==> src/rtl/adder_serial_pkg.sv <==
// Shared constants for the bit-serial LSB-first adder.
// State encoding and counter sizing used by adder_serial.
package adder_serial_pkg;

  localparam logic [1:0] IDLE = 2'd0;
  localparam logic [1:0] RUN  = 2'd1;
  localparam logic [1:0] DONE = 2'd2;

  function automatic int cnt_width(input int w);
    return (w > 1) ? $clog2(w) : 1;
  endfunction

endpackage

==> src/rtl/adder_full.sv <==
// One-bit full adder cell, purely combinational.
// Port order mirrors the team's one-bit full subtractor.
module adder_full (
  input  logic a,
  input  logic b,
  input  logic incarry,
  output logic sum,
  output logic outcarry
);

  assign sum      = a ^ b ^ incarry;
  assign outcarry = (a & b) | (a & incarry) | (b & incarry);

endmodule

==> src/rtl/adder_serial.sv <==
// Bit-serial LSB-first W-bit adder with valid/ready in and out.
// One full-adder cell is reused for every bit position.
module adder_serial
  import adder_serial_pkg::*;
#(
  parameter int W = 8
) (
  input  logic         clk,
  input  logic         rst,
  input  logic         in_valid,
  output logic         in_ready,
  input  logic [W-1:0] augend,
  input  logic [W-1:0] addend,
  input  logic         incarry,
  output logic         out_valid,
  input  logic         out_ready,
  output logic [W-1:0] sum,
  output logic         outcarry,
  output logic         overflow
);

  localparam int CW = cnt_width(W);
  localparam logic [CW-1:0] LAST = CW'(W - 1);

  logic [1:0]    r_state;
  logic [W-1:0]  r_a;
  logic [W-1:0]  r_b;
  logic [W-1:0]  r_sum;
  logic          r_carry;
  logic          r_ovf;
  logic [CW-1:0] r_cnt;

  logic w_bit;
  logic w_cout;
  logic w_last;
  logic w_accept;

  adder_full u_cell (
    .a        (r_a[0]),
    .b        (r_b[0]),
    .incarry  (r_carry),
    .sum      (w_bit),
    .outcarry (w_cout)
  );

  assign w_last    = (r_cnt == LAST);
  assign in_ready  = (r_state == IDLE) && !rst;
  assign out_valid = (r_state == DONE);
  assign w_accept  = in_valid && in_ready;

  assign sum      = r_sum;
  assign outcarry = r_carry;
  assign overflow = r_ovf;

  always_ff @(posedge clk or posedge rst) begin
    if (rst) begin
      r_state <= IDLE;
    end else begin
      unique case (r_state)
        IDLE: if (w_accept) r_state <= RUN;
        RUN:  if (w_last) r_state <= DONE;
        DONE: if (out_ready) r_state <= IDLE;
        default: r_state <= IDLE;
      endcase
    end
  end

  // Carry flop doubles as outcarry once the last bit is done.
  always_ff @(posedge clk or posedge rst) begin
    if (rst) begin
      r_a     <= '0;
      r_b     <= '0;
      r_sum   <= '0;
      r_carry <= 1'b0;
      r_ovf   <= 1'b0;
      r_cnt   <= '0;
    end else if (r_state == IDLE) begin
      if (w_accept) begin
        r_a     <= augend;
        r_b     <= addend;
        r_carry <= incarry;
        r_cnt   <= '0;
      end
    end else if (r_state == RUN) begin
      r_a     <= r_a >> 1;
      r_b     <= r_b >> 1;
      r_sum   <= (r_sum >> 1) | (W'(w_bit) << (W - 1));
      r_carry <= w_cout;
      if (w_last) begin
        r_cnt <= '0;
        r_ovf <= r_carry ^ w_cout;
      end else begin
        r_cnt <= r_cnt + CW'(1);
      end
    end
  end

endmodule

==> config.mk <==
export PLATFORM = sky130hd
export DESIGN_NAME = adder_serial
export DESIGN_NICKNAME = d
export VERILOG_FILES = /design/src/rtl/adder_serial_pkg.sv /design/src/rtl/adder_full.sv /design/src/rtl/adder_serial.sv
export SDC_FILE = /design/constraint.sdc
export NUM_CORES = 1
export LEC_CHECK = 0
export CORE_MARGIN = 3
export CORE_UTILIZATION = 45
export DETAILED_ROUTE_END_ITERATION = 12
export GPL_TIMING_DRIVEN = 0
export MAX_ROUTING_LAYER = met4
export PLACE_DENSITY = 0.72
export SYNTH_ARGS = -nofsm -noshare
export SYNTH_HDL_FRONTEND = slang
export SYNTH_HIERARCHICAL = 1
export SYNTH_SLANG_ARGS = --single-unit
==> constraint.sdc <==
create_clock -name clk -period 3.3 [get_ports clk]
set_clock_uncertainty 0.05 [all_clocks]
set_input_delay 0.99 -clock clk [delete_from_list [all_inputs] [get_ports clk]]
set_output_delay 0.99 -clock clk [all_outputs]
set_load 0.01 [all_outputs]
Word level (Yosys, flattened, before mapping)
Index checks and enable logic that the tools add are counted.
{ "word_totals": {"word_cells": 50, "inputBits": 21, "regBits": 31} }
{ "classes": {"n_bitwise": 10, "reduce_logical": 9, "n_mux": 17, "add_sub_neg": 1, "n_eq_ne": 6} }
{ "op_table": {"columns": ["op", "count"], "rows": [
  ["$mux W8", 6],
  ["$mux W3", 4],
  ["$or A7 B8 Y8", 1],
  ["$mux W2", 3],
  ["$pmux W2 S3", 1],
  ["$reduce_and A3 Y1", 2],
  ["$ne A2 B2 Y1 const B", 2],
  ["$reduce_and A2 Y1", 2],
  ["$add A3 B1 Y3 const B", 1],
  ["$and A1 B1 Y1", 3],
  ["$eq A3 B3 Y1 const B", 1],
  ["$mux W1", 3],
  ["$xor A1 B1 Y1", 3],
  ["$eq A2 B1 Y1 const B", 1],
  ["$eq A2 B2 Y1 const B", 1],
  ["$logic_and A1 B1 Y1", 2],
  ["$logic_not A2 Y1", 1],
  ["$ne A2 B1 Y1 const B", 1],
  ["$or A1 B1 Y1", 2],
  ["$reduce_bool A2 Y1", 1],
  ["$logic_not A1 Y1", 1],
  ["$not A1 Y1", 1]
]} }

Logic depth before layout (Yosys ltp)
Gate-level depths: netlist (run 1).
{ "logic_depth": {"depth_word": 5, "depth_mapped": 4, "depth_no_buf": 4} }

Modules after synthesis
The synthesis (run 1) kept the hierarchy.
{ "by_module_without_submodules": {"columns": ["module", "n_inst", "cells_per_inst", "area_each_um2"], "rows": [
  ["adder_serial", 1, 104, 1505.2],
  ["adder_full", 1, 1, 20.0]
]} }

Worst setup path after synthesis (run 1)
OpenSTA, ideal clock, no wires.
{ "synth_timing": {"path_kind": "input to output", "start": "input port rst", "end": "output port in_ready", "path_stages": 1, "slack_ns": 1.011, "n_path_buf": 0, "arrival_ns": 1.249, "path_cell_list": "nor3_1"} }
{ "synth_via": {"elab_chain_len": 2} }
{ "synth_lines": {"columns": ["element", "line", "rtl"], "rows": [
  ["from (decl)", "adder_serial.sv:9", "input logic rst,"],
  ["$logic_not A1 Y1 (no line)", null, null],
  ["$logic_and A1 B1 Y1", "adder_serial.sv:47", "assign in_ready = (r_state == IDLE) && !rst;"],
  ["to (decl)", "adder_serial.sv:11", "output logic in_ready,"]
]} }
Every way passes these cells.

Worst setup path in the final report (run 1)
Ends and elaborated chain as after synthesis.

==> impl_metrics.env, run 1 <==
export IMPL_vias=931
export IMPL_cp_buffers_inverters=2
export IMPL_yosysUniqueCellTypes=22
export IMPL_grt_pass1_wl_mm=4.574
export IMPL_drt_pass1_iterations=4
export IMPL_drv_cap=0
export IMPL_final_net_count=168
export IMPL_dp_hpwl_mm=1.977
export IMPL_switchingPower_uw=592.4
export IMPL_p_int_mw=1.312
export IMPL_synth_area_mm2=0.001525
export IMPL_p_total_mw=1.904
export IMPL_crit_start="rst"
export IMPL_cp_max_fo=3
export IMPL_status="finished, final reports clean"
export IMPL_ys_warn_count=6
export IMPL_post_drt_wl_per_cell_um=13.99
export IMPL_synth_top_area_share_pct=50.86
export IMPL_overflow=0
export IMPL_slew_viol_final=0
export IMPL_clk_pin_slew_ns=0.09
export IMPL_numCtsBuffers=5
export IMPL_min_from="sum[0]"
export IMPL_cts_sinks=31
export IMPL_rows=20
export IMPL_rsz0062_at_grt="false"
export IMPL_p_seq_share_pct=36.6
export IMPL_period_needed_ns=3.153
export IMPL_grt_max_degree=32
export IMPL_yosys_area_top_type="dfrtp_1"
export IMPL_antenna_found_initial=0
export IMPL_drive_above_1_share_pct=37.50
export IMPL_p_comb_share_pct=51.8
export IMPL_hold_class="reg -> reg"
export IMPL_place_congestion=0.7379
export IMPL_ys_top_cells_by_area="dfrtp_1 51%, mux2_2 19%, mux2_4 14%, inv_1 1.7%, ha_1 1.6%"
export IMPL_post_cts_buffers=0
export IMPL_die_h_um=64.22
export IMPL_antenna_left=0
export IMPL_tritoncts="done"
export IMPL_worst_slew_pin_slew_ns=1.153
export IMPL_via_per_inst=4.952
export IMPL_cp_top_family="buffers and inverters"
export IMPL_io_pins=33
export IMPL_port_buffers=32
export IMPL_clock_latency_ns=0.33
export IMPL_finalSetupViolations=0
export IMPL_slowest_stage="clkdlybuf4s50_1"
export IMPL_synth_nets=129
export IMPL_timing_rr_start="r_state[0]"
export IMPL_start_util_pct=48.37
export IMPL_fmax_mhz=317.1
export IMPL_yosysSeqAreaShare_pct=50.86
export IMPL_hold_viol_final=0
export IMPL_coreArea_mm2=0.003153
export IMPL_leakagePower_nw=0.8941
export IMPL_relSlewSlack_pct=23.07
export IMPL_area_delta_synth_final_pct=28.30
export IMPL_grt_pass1_vias=1009
export IMPL_wl_mm=2.631
export IMPL_drc=0
export IMPL_crit_path_start_kind="input pin"
export IMPL_crit_path_end_kind="output port"
export IMPL_ir_drop_mv=0.4374
export IMPL_cp_required_ns=2.26
export IMPL_clockRootBuffer="clkbuf_4"
export IMPL_switching_share_pct=31.11
export IMPL_cts_htree_levels=2
export IMPL_holdBufCountCts=0
export IMPL_cts_resized=0
export IMPL_syn_instance_count=105
export IMPL_min_period_over_period_pct=95.56
export IMPL_die_area_mm2=0.004124
export IMPL_path_cells="clkdlybuf4s50_1, nor3_1, clkdlybuf4s50_1"
export IMPL_diodes=0
export IMPL_pwr_share_clk_pct=11.6
export IMPL_drt_iter0_markers=11
export IMPL_clock_path_buffers=2
export IMPL_crit_type="in -> out"
export IMPL_p_per_area_mw_per_mm2=973.0
export IMPL_critPathMostFrequentCell="clkdlybuf4s50_1"
export IMPL_fin_setup_tns_ns=0
export IMPL_grt_usage_pct=15.07
export IMPL_die_w_um=64.22
export IMPL_ys_seq_elements=31
export IMPL_postSynthAreaPerCell_um2=14.53
export IMPL_crit_path_max_incr_delay_ns=0.56
export IMPL_critPathArrivalTime_ns=2.11
-- stage by stage --
stage | hold slack, ns | cell area, µm² | util, % | std cells | setup WS (ns)
detailed placement | 0.4454 | 1901 | 60.28 | 181 | 0.1381
global route | 0.4838 | 1957 | 62.06 | 188 | 0.09645
CTS | 0.4652 | 1957 | 62.06 | 188 | 0.1368
finish | 0.4617 | 1957 | 62.06 | 188 | 0.1466
floorplan | 0.4266 | 1525 | - | 105 | 1.011
global placement | 0.4364 | 1901 | 60.28 | 181 | 0.1519
-- worst register-to-register path: cells and delay by family, from the launching register on --
kind | cells | cell delay (ns)
multiplexers | 2 | 0.55
flip-flops | 1 | 0.48
AND/OR/NAND/NOR | 1 | 0.33
buffers and inverters | 1 | 0.19
-- path summary, 6_finish.rpt --
check	end	slack, ns	cells past startpoint
max in group asynchronous	r_a[3]	1.24	2
worst max register to register	r_b[5]	1.58	4
worst max-delay path	in_ready	0.15	3
worst min-delay path	sum[0]	0.46	1
worst min register to register	sum[0]	0.46	1
min in group asynchronous	r_state[0]	1.26	2
-- logic make-up (layout without fill, tap and decap cells) --
family	count (synthesis)	in the layout	synth area share (%)
multiplexers	42	42	34.29
flip-flops	31	31	50.86
AND/OR/NAND/NOR	11	11	4.676
buffers and inverters	11	50	4.348
AO/OA/AOI/OAI	6	6	2.297
adder cells (fa/ha/maj)	3	3	2.953
XOR/XNOR	1	1	0.5743
-- cell type report --
type / count / area, µm²
Fill cell: 291 / 1196
Sequential cell: 31 / 775.7
Multi-Input combinational cell: 63 / 683.2
Timing Repair Buffer: 32 / 320.3
Tap cell: 44 / 55.05
Clock buffer: 6 / 51.30
Buffer: 4 / 40.04
Inverter: 7 / 26.28
Clock inverter: 1 / 5.005
-- synthesized netlist by cell type --
library cell and n:
a21oi_1 2, a22o_1 1, a31oi_1 1, and2b_2 2, buf_12 1, buf_2 1
buf_4 2, dfrtp_1 31, fa_1 1, ha_1 2, inv_1 7, mux2_2 26
mux2_4 14, mux2i_1 2, nand2_1 2, nand2b_1 1, nand3b_1 2, nor2_1 1
nor2_4 1, nor3_1 2, o21ai_0 2, xnor2_1 1
-- sequential cells by signal, indices dropped and copies added, names as in the netlist --
register,count
overflow,1
outcarry,1
sum,8
r_state,2
r_b,8
r_a,8
r_cnt,3
-- power by group through the flow --
stage	Sequential, mW	Clock (mW)	Combinational [mW]
2_1_floorplan	0.704	0	0.701
3_3_place_gp	0.691	0	0.962
3_5_place_dp	0.709	0	1.00
4_1_cts	0.702	0.229	1.00
5_1_grt	0.725	0.249	1.07
6_report	0.696	0.221	0.987
-- layer usage --
layer / up-vias / routed length (µm) / track usage (%)
met2: 28 / 1385 / 26.06
li1: 442 / - / -
met1: 459 / 1060 / 16.84
met3: 2 / 163 / 4.745
met5: - / 0 / -
met4: 0 / 21 / 3.958
-- cells in the final DEF, fill, tap and decap left out --
master and n:
nand2b_1 1, xnor2_1 1, dfrtp_1 31, clkbuf_8 1
nor2_4 1, and2b_2 2, buf_12 1, inv_1 7
buf_2 1, nand2_1 2, a21oi_1 2, mux2_4 14
clkbuf_4 5, nor3_1 2, nand3b_1 2, a31oi_1 1
a22o_1 1, ha_1 2, nor2_1 1, fa_1 1
buf_4 2, mux2i_1 2, mux2_2 26, clkdlybuf4s50_1 32
o21ai_0 2, clkinv_2 1
Power figures use the tool's default switching activity.
==> run 2: changes to the inputs <==
- ABC_CLOCK_PERIOD_IN_PS: default -> 3300
- CORE_MARGIN: 3 -> default
- CORE_UTILIZATION: 45 -> 53
- PLACE_DENSITY: 0.72 -> 0.83
==> run 2 against run 1 <==
Routed wire length decreased by 6.7%. Largest power group unchanged. Power decreased by 1.1%. Maximum frequency increased by 0.19%.
==> impl_metrics.env, run 2 (synthesis gave the netlist of run 1 again) <==
export IMPL_cts_htree_levels=2
export IMPL_grt_pass1_vias=927
export IMPL_tritoncts="done"
export IMPL_r2r_cells=4
export IMPL_cp_max_fo=3
export IMPL_reg2reg_to="r_b[0]"
export IMPL_period_needed_ns=3.147
export IMPL_vias=934
export IMPL_status="finished, final reports clean"
export IMPL_diodes=0
export IMPL_place_congestion=0.6899
export IMPL_die_area_mm2=0.003096
export IMPL_reg2reg_setup_slack_ns=1.60
export IMPL_grt_max_degree=32
export IMPL_relSlewSlack_pct=23.23
export IMPL_final_net_count=168
export IMPL_start_util_pct=55.79
export IMPL_crit_path_end_kind="output port"
export IMPL_cts_sinks=31
export IMPL_drv_cap=0
export IMPL_post_cts_buffers=0
export IMPL_critPathArrivalTime_ns=2.11
export IMPL_cp_endpoint="in_ready"
export IMPL_drc=0
export IMPL_mostFrequentLayoutCells="32 x clkdlybuf4s50_1, 31 x dfrtp_1, 26 x mux2_2"
export IMPL_leakagePower_nw=0.8941
export IMPL_rows=19
export IMPL_drt_iter0_markers=19
export IMPL_clockRootBuffer="clkbuf_4"
export IMPL_finalSetupViolations=0
export IMPL_numCtsBuffers=5
export IMPL_holdBufCountCts=0
export IMPL_crit_path_start_kind="input pin"
export IMPL_fmax_mhz=317.7
export IMPL_rsz0062_at_grt="false"
export IMPL_post_drt_wl_per_cell_um=14.03
export IMPL_drt_pass1_iterations=2
export IMPL_cp_required_ns=2.26
export IMPL_wl_mm=2.455
export IMPL_slew_viol_final=0
export IMPL_final_common_cell="clkdlybuf4s50_1"
export IMPL_hold_viol_final=0
export IMPL_min_period_over_period_pct=95.38
export IMPL_ir_drop_mv=0.7198
export IMPL_via_per_inst=5.337
export IMPL_clock_path_buffers=2
export IMPL_cts_resized=0
export IMPL_worst_slew_pin_slew_ns=1.150
export IMPL_grt_usage_pct=18.85
export IMPL_drive_above_1_share_pct=37.50
export IMPL_nFillCells=203
export IMPL_dpl_cell_count=168
export IMPL_clk_pin_slew_ns=0.09
export IMPL_die_h_um=55.65
export IMPL_clock_latency_ns=0.31
export IMPL_grt_pass1_wl_mm=4.353
export IMPL_dp_hpwl_mm=1.739
export IMPL_antenna_left=0
export IMPL_coreArea_mm2=0.002734
export IMPL_hold_class="reg -> reg"
export IMPL_p_total_mw=1.882
export IMPL_antenna_found_initial=0
export IMPL_overflow=0
export IMPL_hold_depth=1
export IMPL_crit_start="rst"
export IMPL_p_per_area_mw_per_mm2=970.0
export IMPL_fin_setup_tns_ns=0
export IMPL_area_delta_synth_final_pct=27.24
export IMPL_die_w_um=55.65
export IMPL_fin_cells=175
export IMPL_io_pins=33
export IMPL_crit_type="in -> out"
export IMPL_timing_rr_start="r_state[0]"
export IMPL_port_buffers=32
-- run 2: cell counts in the layout (fill, tap and decap cells not counted) --
Identical to the previous run, type by type.
-- run 2: worst min path at each step --
stage	start	to	slack, ns
after global placement	r_a[3]	r_a[3]	0.44
after global routing	r_a[4]	r_a[4]	0.49
after detailed placement	r_a[5]	r_a[5]	0.45
after CTS	r_a[5]	r_a[5]	0.47
final	r_a[4]	r_a[4]	0.46
after floorplan	r_a[1]	r_a[1]	0.43
-- run 2: metrics by stage --
step / util, % / cell area [µm²] / hold slack (ns) / setup WS [ns]
after global routing: 70.98 / 1941 / 0.4912 / 0.08719
after global placement: 68.92 / 1884 / 0.4358 / 0.1501
after CTS: 70.98 / 1941 / 0.4673 / 0.1428
final: 70.98 / 1941 / 0.4612 / 0.1526
after detailed placement: 68.92 / 1884 / 0.4464 / 0.1513
after floorplan: - / 1525 / 0.4266 / 1.011
-- run 2: power breakdown --
group | leakage, nW | switching (mW) | total, mW | internal (mW)
Combinational | 0.482 | 0.326 | 0.965 | 0.639
Clock | 0.0341 | 0.122 | 0.221 | 0.0986
Sequential | 0.378 | 0.127 | 0.696 | 0.569
-- run 2: cell type report --
cell class | instances | area, µm² | area share [%]
inverters | 7 | 26.28 | 1.354
clock buffers | 6 | 51.30 | 2.643
well taps | 31 | 38.79 | 1.999
flip-flops and latches | 31 | 775.7 | 39.97
clock inverters | 1 | 5.005 | 0.2579
repair buffers | 32 | 320.3 | 16.51
plain buffers | 4 | 40.04 | 2.063
multi-input cells | 63 | 683.2 | 35.20
-- run 2: critical path, stage by stage --
cell and delay, ns:
clkdlybuf4s50_1 0.43, nor3_1 0.13, clkdlybuf4s50_1 0.56
-- run 2: per-layer routing --
layer	part of all wire (%)	GRT usage, %	up-vias
met1	47	23.72	458
met2	46	28.92	31
li1	-	-	443
met3	6.2	6.047	2
met4	0.53	6.429	0
met5	0	-	-
